<file path="config.mk">
export PLATFORM = sky130hd
export DESIGN_NAME = controle_pagamento
export DESIGN_NICKNAME = d
export VERILOG_FILES = /design/src/rtl/controle_pagamento.sv
export SDC_FILE = /design/constraint.sdc
export NUM_CORES = 1
export LEC_CHECK = 0
export ABC_AREA = 1
export CAP_MARGIN = 20
export CORE_UTILIZATION = 25
export CTS_CLUSTER_DIAMETER = 40
export DETAILED_ROUTE_END_ITERATION = 16
export PLACE_DENSITY = 0.52
export SYNTH_ARGS = -nofsm -noshare
export SYNTH_HDL_FRONTEND = slang
export SYNTH_SLANG_ARGS = --single-unit
</file>
<file path="constraint.sdc">
create_clock -name clk -period 3.15 [get_ports clk]
set_clock_uncertainty 0.1 [all_clocks]
set_input_delay 0.63 -clock clk [delete_from_list [all_inputs] [get_ports clk]]
set_output_delay 0.63 -clock clk [all_outputs]
set_load 0.02 [all_outputs]
</file>
<file path="src/rtl/controle_pagamento.sv">
// Payment/dispense controller: takes a confirmed selection, accumulates coin credit,
// pulses the dispense with the product code and holds change until acknowledged.
// Optional inactivity refund is compiled in with `define CONTROLE_TIMEOUT_EN.
//
// state   | meaning
// --------+-------------------------------------------------------------
// OCIOSO  | idle; waits for a valid confirm; coins are refused
// PAGANDO | selection locked; accumulating credit toward the latched price
// LIBERA  | one-cycle dispense; decides between change and idle
// DEVOLVE | change/refund presented until the coin return acknowledges it
module controle_pagamento #(
  parameter int CREDITO_MAX    = 15,
  parameter int TIMEOUT_CICLOS = 1000
) (
  input  logic       clk,
  input  logic       rst_n,
  input  logic [2:0] valor,
  input  logic [3:0] codeOut,
  input  logic       existe,
  input  logic       confirma,
  input  logic       moeda,
  input  logic [1:0] moeda_valor,
  input  logic       cancela,
  input  logic       troco_ack,
  output logic [3:0] credito,
  output logic [3:0] produto,
  output logic       libera,
  output logic [3:0] troco,
  output logic       troco_valido,
  output logic       rejeita,
  output logic       erro,
  output logic [1:0] estado
);

  typedef enum logic [1:0] {
    OCIOSO  = 2'b00,
    PAGANDO = 2'b01,
    LIBERA  = 2'b10,
    DEVOLVE = 2'b11
  } estado_t;

  if (CREDITO_MAX < 1 || CREDITO_MAX > 15) begin : g_bad_credito_max
    $error("CREDITO_MAX must be in 1..15");
  end
  if (TIMEOUT_CICLOS < 1) begin : g_bad_timeout
    $error("TIMEOUT_CICLOS must be at least 1");
  end

  estado_t    r_estado;
  logic [2:0] r_preco;
  logic [3:0] r_prod;
  logic [3:0] r_credito;
  logic [3:0] r_produto;
  logic [3:0] r_troco;
  logic       r_libera;
  logic       r_troco_valido;
  logic       r_rejeita;
  logic       r_erro;

  logic [2:0] w_moeda_val;
  logic [4:0] w_soma;
  logic       w_moeda_ok;
  logic       w_cobre;
  logic [3:0] w_troco_lib;
  logic       w_sobra;
  logic       w_timeout;
  logic       w_cancela;

  always_comb begin
    w_moeda_val = 3'd0;
    case (moeda_valor)
      2'b01:   w_moeda_val = 3'd1;
      2'b10:   w_moeda_val = 3'd2;
      2'b11:   w_moeda_val = 3'd5;
      default: w_moeda_val = 3'd0;
    endcase
  end

  // 5-bit sum so an over-limit coin is refused instead of wrapping the credit.
  assign w_soma      = {1'b0, r_credito} + {2'b00, w_moeda_val};
  assign w_moeda_ok  = (w_moeda_val != 3'd0) && (w_soma <= 5'(CREDITO_MAX));
  assign w_cobre     = (w_soma >= {2'b00, r_preco});
  assign w_troco_lib = r_credito - {1'b0, r_preco};
  assign w_sobra     = (r_credito > {1'b0, r_preco});

`ifdef CONTROLE_TIMEOUT_EN
  localparam int TW = $clog2(TIMEOUT_CICLOS + 1);
  logic [TW-1:0] r_timer;

  // Down-counter reloads whenever the customer shows activity or we leave PAGANDO.
  always_ff @(posedge clk) begin
    if (!rst_n) begin
      r_timer <= TW'(TIMEOUT_CICLOS - 1);
    end else if (r_estado != PAGANDO || moeda || cancela) begin
      r_timer <= TW'(TIMEOUT_CICLOS - 1);
    end else if (r_timer != '0) begin
      r_timer <= r_timer - 1'b1;
    end
  end

  assign w_timeout = (r_estado == PAGANDO) && !moeda && !cancela && (r_timer == '0);
`else
  assign w_timeout = 1'b0;
`endif

  assign w_cancela = cancela || w_timeout;

  always_ff @(posedge clk) begin
    if (!rst_n) begin
      r_estado       <= OCIOSO;
      r_preco        <= 3'd0;
      r_prod         <= 4'd0;
      r_credito      <= 4'd0;
      r_produto      <= 4'd0;
      r_troco        <= 4'd0;
      r_libera       <= 1'b0;
      r_troco_valido <= 1'b0;
      r_rejeita      <= 1'b0;
      r_erro         <= 1'b0;
    end else begin
      r_libera  <= 1'b0;
      r_rejeita <= 1'b0;
      r_erro    <= 1'b0;
      case (r_estado)
        OCIOSO: begin
          if (moeda) r_rejeita <= 1'b1;
          if (confirma) begin
            if (existe && valor != 3'd0) begin
              r_preco  <= valor;
              r_prod   <= codeOut;
              r_estado <= PAGANDO;
            end else begin
              r_erro <= 1'b1;
            end
          end
        end
        PAGANDO: begin
          if (w_cancela) begin
            // A coin arriving with the cancel is refused; cancel wins.
            r_rejeita <= moeda;
            r_credito <= 4'd0;
            if (r_credito != 4'd0) begin
              r_troco        <= r_credito;
              r_troco_valido <= 1'b1;
              r_estado       <= DEVOLVE;
            end else begin
              r_estado <= OCIOSO;
            end
          end else if (moeda) begin
            if (w_moeda_ok) begin
              r_credito <= w_soma[3:0];
              if (w_cobre) begin
                r_libera  <= 1'b1;
                r_produto <= r_prod;
                r_estado  <= LIBERA;
              end
            end else begin
              r_rejeita <= 1'b1;
            end
          end
        end
        LIBERA: begin
          r_rejeita <= moeda;
          r_credito <= 4'd0;
          if (w_sobra) begin
            r_troco        <= w_troco_lib;
            r_troco_valido <= 1'b1;
            r_estado       <= DEVOLVE;
          end else begin
            r_estado <= OCIOSO;
          end
        end
        DEVOLVE: begin
          r_rejeita <= moeda;
          if (troco_ack) begin
            r_troco        <= 4'd0;
            r_troco_valido <= 1'b0;
            r_estado       <= OCIOSO;
          end
        end
        default: r_estado <= OCIOSO;
      endcase
    end
  end

  assign credito      = r_credito;
  assign produto      = r_produto;
  assign libera       = r_libera;
  assign troco        = r_troco;
  assign troco_valido = r_troco_valido;
  assign rejeita      = r_rejeita;
  assign erro         = r_erro;
  assign estado       = r_estado;

endmodule

</file>
==> results by stage, run 1 <==
Run status:
- The flow ran to the end, and the final reports show no timing, DRC or antenna violations.

Yosys:
- The synthesized design contains 25 register bits.
- Synthesis instantiated 23 different standard cells from the library.
- After synthesis the cells add up to 0.00144 sq mm.
- Synthesis produced 215 cells.
- The post-synthesis net count is 242.
- The post-synthesis area per instance is 6.70 sq um.
- The sequential share of the synthesized area is 34.7%.
- The number of warnings printed during yosys synthesis is 0.

Routing:
- The final layout contains routed wiring with a total length of 3.30 mm.
- The count of TritonRoute iterations in the first routing pass is 4.
- The detailed router placed 1401 vias in this run.
- The average wire per standard cell is 10.2 um.
- The count of nets left with antenna violations once routing finished came out at 0.
- The detailed router finished its first iteration with 75 violations.
- The detailed-route vias per instance is 4.34.
- The DRC violation count after routing is 0.

Floorplanning:
- The number of top-level pins is 34.
- The width of the chip is 77.9 um.
- The floorplan has 27 rows.
- The height of the chip is 77.9 um.
- The region available for standard cell placement spans 0.00554 sq mm.
- The floorplan step defined a die boundary enclosing 0.00607 sq mm.
- For this configuration, the core starts out at a cell density of 26.0%.

Clock tree:
- The number of hold buffers added after cts is 0.
- The root buffer cell is sky130_fd_sc_hd__clkbuf_8.
- The longest clock path from root to sink contains 2 buffers.
- The number of buffers created by CTS is 3.
- After clock tree synthesis, the setup repair step added 0 buffers.
- The clock latency reported for the late side of the worst-skew pair is 0.28 ns.
- The tree built by TritonCTS fans out to 25 sinks.
- The deepest level of the CTS H-tree is 1.
- TritonCTS built the clock tree.
- The clock-pin slew of the registers on the worst-case setup and hold paths is 0.10 ns.

Worst setup path:
- For the worst setup path, the data required time is 3.26 ns.
- The worst path arrival time is 3.00 ns.
- The critical path is of the in2reg type.
- The kind of launch point of the worst setup path is a primary input.
- Along the worst path, the maximum fanout reaches 5.
- The category of the worst setup path capture point is a register.

Placement:
- Routability-driven placement finished with a final weighted congestion of 0.772.
- After detailed placement, the total cell area comes to 0.00186 sq mm.
- During placement, the flow inserted port buffers numbering 33.
- Once detailed placement completed, the half-perimeter wirelength came to 2.67 mm.
- The number of placed instances, taps included is 319.
- Prior to clock tree synthesis, the placed netlist has a worst setup slack of -0.0743 ns.

Power:
- The power per standard cell area is 771 mW/mm^2.
- Overall power consumption after layout is estimated at 1470 uW.
- The worst-case IR drop observed on VDD is 263 uV.
- The leakage power is 0.000842 uW.

Timing:
- In the finished design, the share of the clock period the worst path needs comes to 91.5%.
- Setup violations remaining at the end of the flow were counted as 0.
- The number of hold violations in the final report is 0.
- Setup repair after global routing left no endpoint under its margin.
- Based on the critical path, the design can be clocked at up to 0.347 GHz.
- The final worst setup slack is 0.267 ns.
- At the pin with the least slew margin, the transition time is 0.372 ns.
- The number of max-slew violations in the final report is 0.
- The worst slew slack as a fraction of its limit is 75.1%.
- Counting I/O delays and the setup requirement, the final critical path takes 2.88 ns.

Layout:
- The synthesis-to-finish area growth is 32.6%.
- The count of cells in the finished layout, fillers not included, comes to 323.
- The post-route cell area is 0.00191 sq mm.
- Of the cells placed in the final design, the portion with a size suffix greater than 1 is 5.98%.
- The number of fillers in the final layout is 623.
- The net count of the finished layout is 279.
- The most frequent standard cell in the layout excluding fill and tap cells is sky130_fd_sc_hd__nand2_1.
- Leaving out fill and tap cells, the most frequent cells in the layout are sky130_fd_sc_hd__nand2_1 (43), sky130_fd_sc_hd__nor2_1 (38), sky130_fd_sc_hd__clkdlybuf4s50_1 (33).
- The number of antenna diodes is 0.

GRT:
- The pin count of the biggest net entering global routing is 17.
- The via count of the first global-routing pass is 1312.
- The total track usage is 12.0%.
- The number of antenna violations at the first check in global routing is 0.
- The total global routing overflow is 0.
- The first global-routing pass estimated 5.76 mm of wire.

Hold path:
- The class of the tightest hold or removal check is reg2reg.

Job:
- The number of maximum-capacitance constraint violations is 0.
[logic make-up (layout without fill, tap and decap cells)]
family	count (synthesis)	after routing	share of synthesized area, %
simple gates	108	108	32.3
flops	25	25	34.7
compound gates	36	36	12.7
xor+xnor	1	1	0.608
fa+ha+maj	11	11	10.6
buf+inv	34	70	9.11
[final timing paths]
check | from | endpoint | slack [ns] | cells after the start
setup / recovery | moeda_valor[1] | produto[3] | 0.27 | 14
hold reg to reg | produto[0] | produto[0] | 0.38 | 2
setup reg to reg | credito[1] | produto[3] | 0.75 | 11
hold / removal | produto[0] | produto[0] | 0.38 | 2
[report_power, final]
part / internal, uW / switching [uW]
sequential: 393 / 71.1
clock: 93.0 / 115
combinational: 323 / 479
[critical path, stage by stage]
cell and delay (ns):
sky130_fd_sc_hd__clkdlybuf4s50_1 0.49, sky130_fd_sc_hd__inv_1 0.05, sky130_fd_sc_hd__nor2_1 0.14, sky130_fd_sc_hd__inv_1 0.08, sky130_fd_sc_hd__fa_1 0.53, sky130_fd_sc_hd__inv_1 0.06, sky130_fd_sc_hd__ha_1 0.26, sky130_fd_sc_hd__nand2_1 0.06
sky130_fd_sc_hd__nand2_1 0.05, sky130_fd_sc_hd__a21oi_1 0.18, sky130_fd_sc_hd__nand2_1 0.16, sky130_fd_sc_hd__nand2_2 0.13, sky130_fd_sc_hd__nand2_1 0.05, sky130_fd_sc_hd__a21oi_1 0.13
[sequential cells by signal, summed over array words and instances (netlist names)]
register and cells:
credito 4, produto 4, r_prod 4, troco 4
r_preco 3, estado 2, erro 1, libera 1
rejeita 1, troco_valido 1
[cell type report]
| class | count | area [sq um] | share of cell area (%) |
|---|---|---|---|
| multi-input combinational | 156 | 812 | 42.5 |
| sequential | 25 | 500 | 26.2 |
| timing repair buffer | 34 | 338 | 17.7 |
| inverter | 32 | 120 | 6.29 |
| tap | 72 | 90.1 | 4.72 |
| clock buffer | 3 | 41.3 | 2.16 |
| clock inverter | 1 | 8.76 | 0.458 |
[Yosys cell counts]
cell	count	area, sq um
sky130_fd_sc_hd__nor2_4	1	11.3
sky130_fd_sc_hd__inv_2	2	7.51
sky130_fd_sc_hd__nor3_1	1	5.00
sky130_fd_sc_hd__o21ai_1	1	5.00
sky130_fd_sc_hd__o21ai_0	17	85.1
sky130_fd_sc_hd__a21oi_1	16	80.1
sky130_fd_sc_hd__nor3_4	1	16.3
sky130_fd_sc_hd__dfxtp_1	25	500
sky130_fd_sc_hd__nor2_2	2	12.5
sky130_fd_sc_hd__nand2_1	44	165
sky130_fd_sc_hd__fa_1	2	40.0
sky130_fd_sc_hd__or2_2	2	12.5
sky130_fd_sc_hd__xor2_1	1	8.76
sky130_fd_sc_hd__nand2_2	1	6.26
sky130_fd_sc_hd__o22ai_1	2	12.5
sky130_fd_sc_hd__nor2_1	38	143
sky130_fd_sc_hd__nand4_1	3	18.8
sky130_fd_sc_hd__buf_1	1	3.75
sky130_fd_sc_hd__nand3_1	15	75.1
sky130_fd_sc_hd__inv_1	29	109
sky130_fd_sc_hd__ha_1	9	113
sky130_fd_sc_hd__buf_4	1	7.51
sky130_fd_sc_hd__clkinv_1	1	3.75
[per-stage QoR]
stage                     TNS [ns]  hold WS, ns  utilization, %
after CTS                        0        0.374            34.4
after floorplan                  0        0.356               -
final                            0        0.375            34.5
after detailed placement    -0.243        0.359            33.5
after global placement           0        0.359            33.5
after global routing             0        0.402            34.5
[per-layer routing]
layer / share of wire (%) / global-route usage, % / wire, um / vias up
met5: 0 / 0 / 0 / -
met4: 0.94 / 2.78 / 31 / 0
met3: 5.0 / 2.94 / 165 / 5
met2: 47 / 20.8 / 1540 / 29
met1: 47 / 14.8 / 1560 / 605
li1: - / - / - / 762
[repair_timing]
action,in CTS,in global routing
endpoints found under the hold margin,0,0
endpoints found under the setup margin,0,2
resized for setup,0,1
(Power assumes the default switching activity.)
==> run 2, diff against run 1 <==
CAP_MARGIN = 5   (was 20)
SETUP_SLACK_MARGIN = 0.4   (was not set)
==> run 2 against run 1 <==
Effect of this change: combinational power up 2.6%; register-to-register slack better by 0.05 ns; via count rose by 0.64%; final cell count up 0.31%; highest routed layer unchanged; largest cell class unchanged; routed wire length rose by 0.73%; hold slack worse by 0.0016 ns; die area unchanged; global-route usage is essentially flat.
==> results by stage, run 2 (same netlist as run 1, synthesis figures left out) <==
Routing:
- For this block, the initial DRC count from the detailed router was 55.
- The average wire per standard cell is 10.2 um.
- The number of nets still failing antenna checks after routing is 0.
- The routed wire length is 3.32 mm.
- The count of TritonRoute iterations in the first routing pass is 4.
- For this run, design rule violations remaining after detail routing come to 0.
- The vias after detailed routing is 1410.
- Dividing the detail-routed via count by the number of cells gives 4.35.

Layout:
- Leaving out fill and tap cells, the most frequent cells in the layout are sky130_fd_sc_hd__nand2_1 (42), sky130_fd_sc_hd__nor2_1 (37), sky130_fd_sc_hd__clkdlybuf4s50_1 (31).
- The net count of the finished layout is 280.
- The area of the multi-input gates is 831 sq um.
- The number of antenna diodes in the final layout is 0.
- From synthesis to final layout, the design area changed by 34.2%.
- Summing all flip-flop and latch instances after layout gives 500 sq um.
- The number of fillers in the final layout is 629.
- The fraction of final layout cells sized beyond drive strength 1 is 7.94%.
- The most frequent standard cell in the layout excluding fill and tap cells is sky130_fd_sc_hd__nand2_1.

Power:
- The power per standard cell area is 772 mW/mm^2.
- The worst-case IR drop observed on VDD is 255 uV.
- For this design the static power due to leakage is 0.000856 uW.
- The total power draw is 1490 uW.

Placement:
- The final weighted congestion in routability-driven placement is 0.772.
- The placed wire-length estimate after detailed placement is 2.67 mm.
- The number of input and output port buffers inserted is 33.

Worst setup path:
- The reg-to-reg critical path startpoint is credito[1].
- In this run the register-to-register setup slack is 0.80 ns.
- Data on the critical path is required at its endpoint by 3.26 ns.
- The slowest stage of the critical path belongs to the cell sky130_fd_sc_hd__fa_1.
- STA classifies the critical path startpoint as a primary input.
- The timing startpoint of the critical path is moeda_valor[0].
- By instance count, the cell type seen most on the critical path is sky130_fd_sc_hd__nand2_1.
- The number of buffers and inverters on the critical path is 3.
- The capture instance of the worst register-to-register path is produto[3].
- The largest stage delay on the critical path is 0.50 ns.
- The kind of cell with the highest combined delay on the critical path is adder cells.
- Data on the critical path arrives at its endpoint at 2.68 ns.
- The worst setup path category is in2reg.
- Measured in cells, the most critical reg-to-reg path has a length of 11.
- The critical path goes through dlygate4sd2_1, ha_1, inv_1, fa_1, inv_1, ha_1, nand2_1, nand2_1, a21oi_2, nand2_2, nand2_4, nand2_1, a21oi_1.
- In this run the worst path has a maximum fanout of 5.
- STA classifies the critical path endpoint as a register.

Hold path:
- For hold timing, the worst endpoint is produto[0].
- In this run the most critical hold path is launched from produto[0].
- The number of cells traversed by the worst hold path is 2.
- The class of the tightest hold or removal check is reg2reg.

Timing:
- The upper clock frequency limit is 0.389 GHz.
- The summed negative setup slack over all endpoints is 0 ns.
- The number of max-slew violations in the final report is 0.
- The worst slew slack as a fraction of its limit is 75.1%.
- The slew at the pin closest to its max-slew limit is 0.372 ns.
- The share of the clock period used by the worst path after layout is 81.6%.
- The number of hold violations in the final report is 0.
- Setup repair after global routing left no endpoint under its margin.
- Setup violations remaining at the end of the flow were counted as 0.
- Subtracting the final worst setup slack from the clock period gives 2.57 ns.

Clock tree:
- The root buffer cell is sky130_fd_sc_hd__clkbuf_8.
- Clock tree synthesis inserted a total of 3 buffers.
- The CTS sink count is 25.
- TritonCTS built the clock tree.
- The clock latency reported for the late side of the worst-skew pair is 0.28 ns.
- In this run, post-CTS hold repair placed 0 buffers.
- The clock passes through at most 2 buffers.
- CTS built an H-tree with a depth of 1.
- The clock-pin slew of the registers on the worst-case setup and hold paths is 0.10 ns.

Job:
- The number of maximum-capacitance constraint violations is 0.

Floorplanning:
- Once the floorplan was initialized, standard cells occupied 26.0% of the core.
- The die is 77.9 um tall.
- 34 I/O pins were placed.
- The die area is 0.00607 sq mm.
- The total number of placement rows is 27.
- The total area inside the core boundary comes to 0.00554 sq mm.
- Measured along the x axis, the die boundary spans 77.9 um.

GRT:
- The total global routing overflow is 0.
- The number of antenna violations at the first check in global routing is 0.
- Global routing used 12.0% of the available tracks.
- The via count of the first global-routing pass is 1325.
- The wire length of the first global-routing pass is 5.79 mm.
- The pin count of the biggest net entering global routing is 17.

Run status:
- The flow ran to the end, and the final reports show no timing, DRC or antenna violations.
## run 2: layout make-up
cell class	instances	share of cell area, %
multi-input combinational	156	42.9
timing repair buffer	35	17.7
clock inverter	1	0.453
clock buffer	3	2.13
sequential	25	25.9
tap	72	4.66
inverter	32	6.21
## run 2: worst max-delay path by stage
stage	endpoint	slack, ns	depth (start not counted)
after CTS	produto[3]	0.59	13
after floorplan	produto[0]	0.70	13
after global placement	produto[3]	0.001	13
after global routing	produto[0]	0.41	17
final	produto[3]	0.58	13
after detailed placement	produto[2]	-0.07	14
## run 2: repair_timing
item / CTS / global route
endpoints found under the setup margin: 7 / 0
resized for setup: 8 / 0
buffers inserted: 1 / 0
hold endpoints to repair: 0 / 0
## run 2: worst reg2reg max path: cells and delay by family (launching register included)
kind,cells,cell delay [ns]
AO/OA/AOI/OAI,2,0.31
adder cells (fa/ha/maj),2,0.84
buffers and inverters,2,0.21
flip-flops,1,0.44
AND/OR/NAND/NOR,5,0.40
## run 2: through the flow
step / instances / setup WS, ns / utilization [%] / instance area (sq um) / hold slack, ns
floorplan: 215 / 0.696 / - / 1440 / 0.356
global placement: 319 / 0.00106 / 33.5 / 1860 / 0.359
detailed placement: 319 / -0.0743 / 33.5 / 1860 / 0.359
CTS: 324 / 0.591 / 34.9 / 1930 / 0.374
global route: 324 / 0.413 / 34.9 / 1930 / 0.401
finish: 324 / 0.580 / 34.9 / 1930 / 0.374
## run 2: routing by layer
metal	wire length, um	track usage [%]
met1	1560	14.8
met2	1560	21.0
met5	0	0
met3	164	2.94
met4	31	2.78
## run 2: power breakdown
group	switching [uW]	leakage, uW	internal [uW]	total, uW
sequential	71.0	0.000205	393	464
clock	114	0.0000261	93.0	207
combinational	492	0.000625	331	823
==> run 3, diff against run 2 <==
clock period = 2.42 ns   (was 3.15 ns; I/O delays follow)
==> run 3 against run 2 <==
Effect of this change: power grew 48%; die area is the same; critical path type is now reg2reg; largest power group unchanged; clock power grew 29%; sequential power grew 30%; register-to-register slack lost 0.58 ns; worst setup slack lost 0.36 ns; combinational power grew 63%; cell area grew 12%.
==> results by stage, run 3 (same netlist as run 1, synthesis figures left out) <==
Run status:
- The flow ran to the end, and the final reports show no timing, DRC or antenna violations.

Timing:
- The slew at the pin closest to its max-slew limit is 0.366 ns.
- After layout, the worst path uses 90.9% of the clock period.
- Setup violations remaining at the end of the flow were counted as 0.
- Headroom to the max-slew limit came out at 75.5%.
- The number of max-slew violations in the final report is 0.
- The worst hold slack after final layout is 0.373 ns.
- The number of hold violations in the final report came to 0.
- Setup repair after global routing could not meet its margin everywhere.
- The shortest clock period the worst path allows after layout is 2.20 ns.
- Timing would allow up to 0.455 GHz.

Worst setup path:
- The required time reported for the critical path endpoint is 2.50 ns.
- The reg2reg setup slack is 0.22 ns.
- The worst setup path is of the reg2reg kind.
- The worst path arrival time is 2.28 ns.
- The kind of launch point of the worst setup path is a register.
- STA classifies the critical path endpoint as a register.
- Along the worst path, the maximum fanout reaches 3.

Power:
- The share of total power dissipated in combinational logic is 60.6%.
- The internal power is 1210 uW.
- The clock group share of total power is 12.1%.
- The switching share of power is 45.5%.
- Across the VDD grid, the largest voltage drop is 495 uV.
- The part of the total power dissipated in sequential elements is 27.3%.
- Dividing total power by cell area gives a power density of 1020 mW/mm^2.
- In this run the static leakage power is 0.000935 uW.
- In this run the power spent charging and discharging nets is 1010 uW.

Layout:
- The post-route netlist has 26.8% of its cells at a drive strength greater than 1.
- The number of antenna diodes is 0.
- In the layout the commonest cells are sky130_fd_sc_hd__nand2_1 (34), sky130_fd_sc_hd__nor2_1 (34), sky130_fd_sc_hd__clkdlybuf4s50_1 (30).
- The finished cells cover 0.00217 sq mm.
- Cells fill 39.2% of the core in the end.
- For this run, the post-layout net count is 293.
- The synthesis-to-finish area growth is 50.6%.
- After filler insertion, the fill cell instance count of the layout stands at 627.

GRT:
- The total global routing overflow is 0.
- The via count of the first global-routing pass was 1439.
- The first global-routing pass estimated 6.40 mm of wire.
- The number of antenna violations at the first check in global routing is 0.
- The total track usage is 13.2%.
- The pin count of the biggest net entering global routing is 17.

Clock tree:
- In this run, post-CTS hold repair placed 0 buffers.
- The maximum root-to-sink buffer count is 2.
- The clock-pin slew of the registers on the worst-case setup and hold paths is 0.10 ns.
- The deepest level of the CTS H-tree is 1.
- The later pin in the worst-skew pair is clocked with a latency of 0.28 ns.
- The CTS tree is built.
- The CTS sink count is 25.
- The root buffer cell is sky130_fd_sc_hd__clkbuf_8.
- Counting the buffers created by CTS gives 3.

Placement:
- The placed wire-length estimate after detailed placement is 2.86 mm.
- Once placement finished, the instance area stood at 0.00195 sq mm.
- The number of input and output port buffers inserted is 33.
- The final weighted congestion in routability-driven placement is 0.790.

Floorplanning:
- The die is 77.9 um wide.
- For this configuration, the core starts out at a cell density of 26.0%.
- The total number of placement rows is 27.
- During I/O placement, the number of pins put on the boundary was 34.
- The floorplan step set the die height to 77.9 um.
- The area of the core is 0.00554 sq mm.
- The floorplan step defined a die boundary enclosing 0.00607 sq mm.

Routing:
- For this block, the initial DRC count from the detailed router was 56.
- The routed layout has 1505 vias.
- The routed design has 3.66 mm of wire.
- After detailed routing, the number of vias per cell comes to 4.47.
- The average wire per standard cell is 10.9 um.
- The count of TritonRoute iterations in the first routing pass is 4.
- The DRC violation count after routing is 0.
- Once detail routing completed, the nets flagged for antenna violations numbered 0.

Hold path:
- The path class of the tightest hold or removal check is reg2reg.

Job:
- The number of maximum-capacitance constraint violations is 0.
## run 3: critical path: stages (launching register included)
cell                      delay, ns
sky130_fd_sc_hd__dfxtp_4       0.37
sky130_fd_sc_hd__ha_4          0.12
sky130_fd_sc_hd__inv_2         0.03
sky130_fd_sc_hd__fa_2          0.55
sky130_fd_sc_hd__inv_2         0.05
sky130_fd_sc_hd__ha_4          0.20
sky130_fd_sc_hd__nand2_1       0.05
sky130_fd_sc_hd__nand2_1       0.06
sky130_fd_sc_hd__a21oi_2       0.16
sky130_fd_sc_hd__buf_4         0.14
sky130_fd_sc_hd__nand3_4       0.08
sky130_fd_sc_hd__a21oi_2       0.15
sky130_fd_sc_hd__nor2_1        0.05
## run 3: repair_timing
action                                  in CTS  in global routing
hold endpoints to repair                     0                  0
buffers inserted                             2                  4
resized for setup                           22                 30
endpoints found under the setup margin      13                 16
pin swaps                                   15                 18
## run 3: power groups by stage
| stage | Sequential [uW] | Combinational, uW | Clock, uW |
|---|---|---|---|
| 3_5_place_dp | 608 | 1130 | 0 |
| 5_1_grt | 620 | 1510 | 302 |
| 2_1_floorplan | 682 | 687 | 0 |
| 6_report | 604 | 1340 | 267 |
| 3_3_place_gp | 608 | 1130 | 0 |
| 4_1_cts | 601 | 1190 | 279 |
## run 3: worst paths after layout
| kind | start | end | cells past startpoint |
|---|---|---|---|
| max | credito[0] | estado[1] | 12 |
| min | produto[1] | produto[1] | 2 |
| max reg2reg | credito[0] | estado[1] | 12 |
| min reg2reg | produto[1] | produto[1] | 2 |
## run 3: final cells by class
class	instances	area [sq um]	area share [%]
clock inverters	1	8.76	0.403
inverters	32	125	5.76
clock buffers	3	41.3	1.90
repair buffers	48	437	20.1
flip-flops and latches	25	508	23.4
well taps	72	90.1	4.15
multi-input cells	156	961	44.3
## run 3: routing by layer
layer	wire [um]	vias to the layer above	GRT usage [%]
li1	-	789	-
met1	1650	677	15.3
met2	1810	33	24.1
met3	171	6	3.65
met4	35	0	2.41
met5	0	-	0
## run 3: through the flow
step	power, uW	setup slack [ns]	cells	TNS (ns)
after global placement	1740	-0.530	327	-5.26
after global routing	2430	0.118	337	0
final	2210	0.220	337	0
after CTS	2070	0.250	333	0
after detailed placement	1740	-0.562	327	-5.42
after floorplan	1370	0.192	215	0
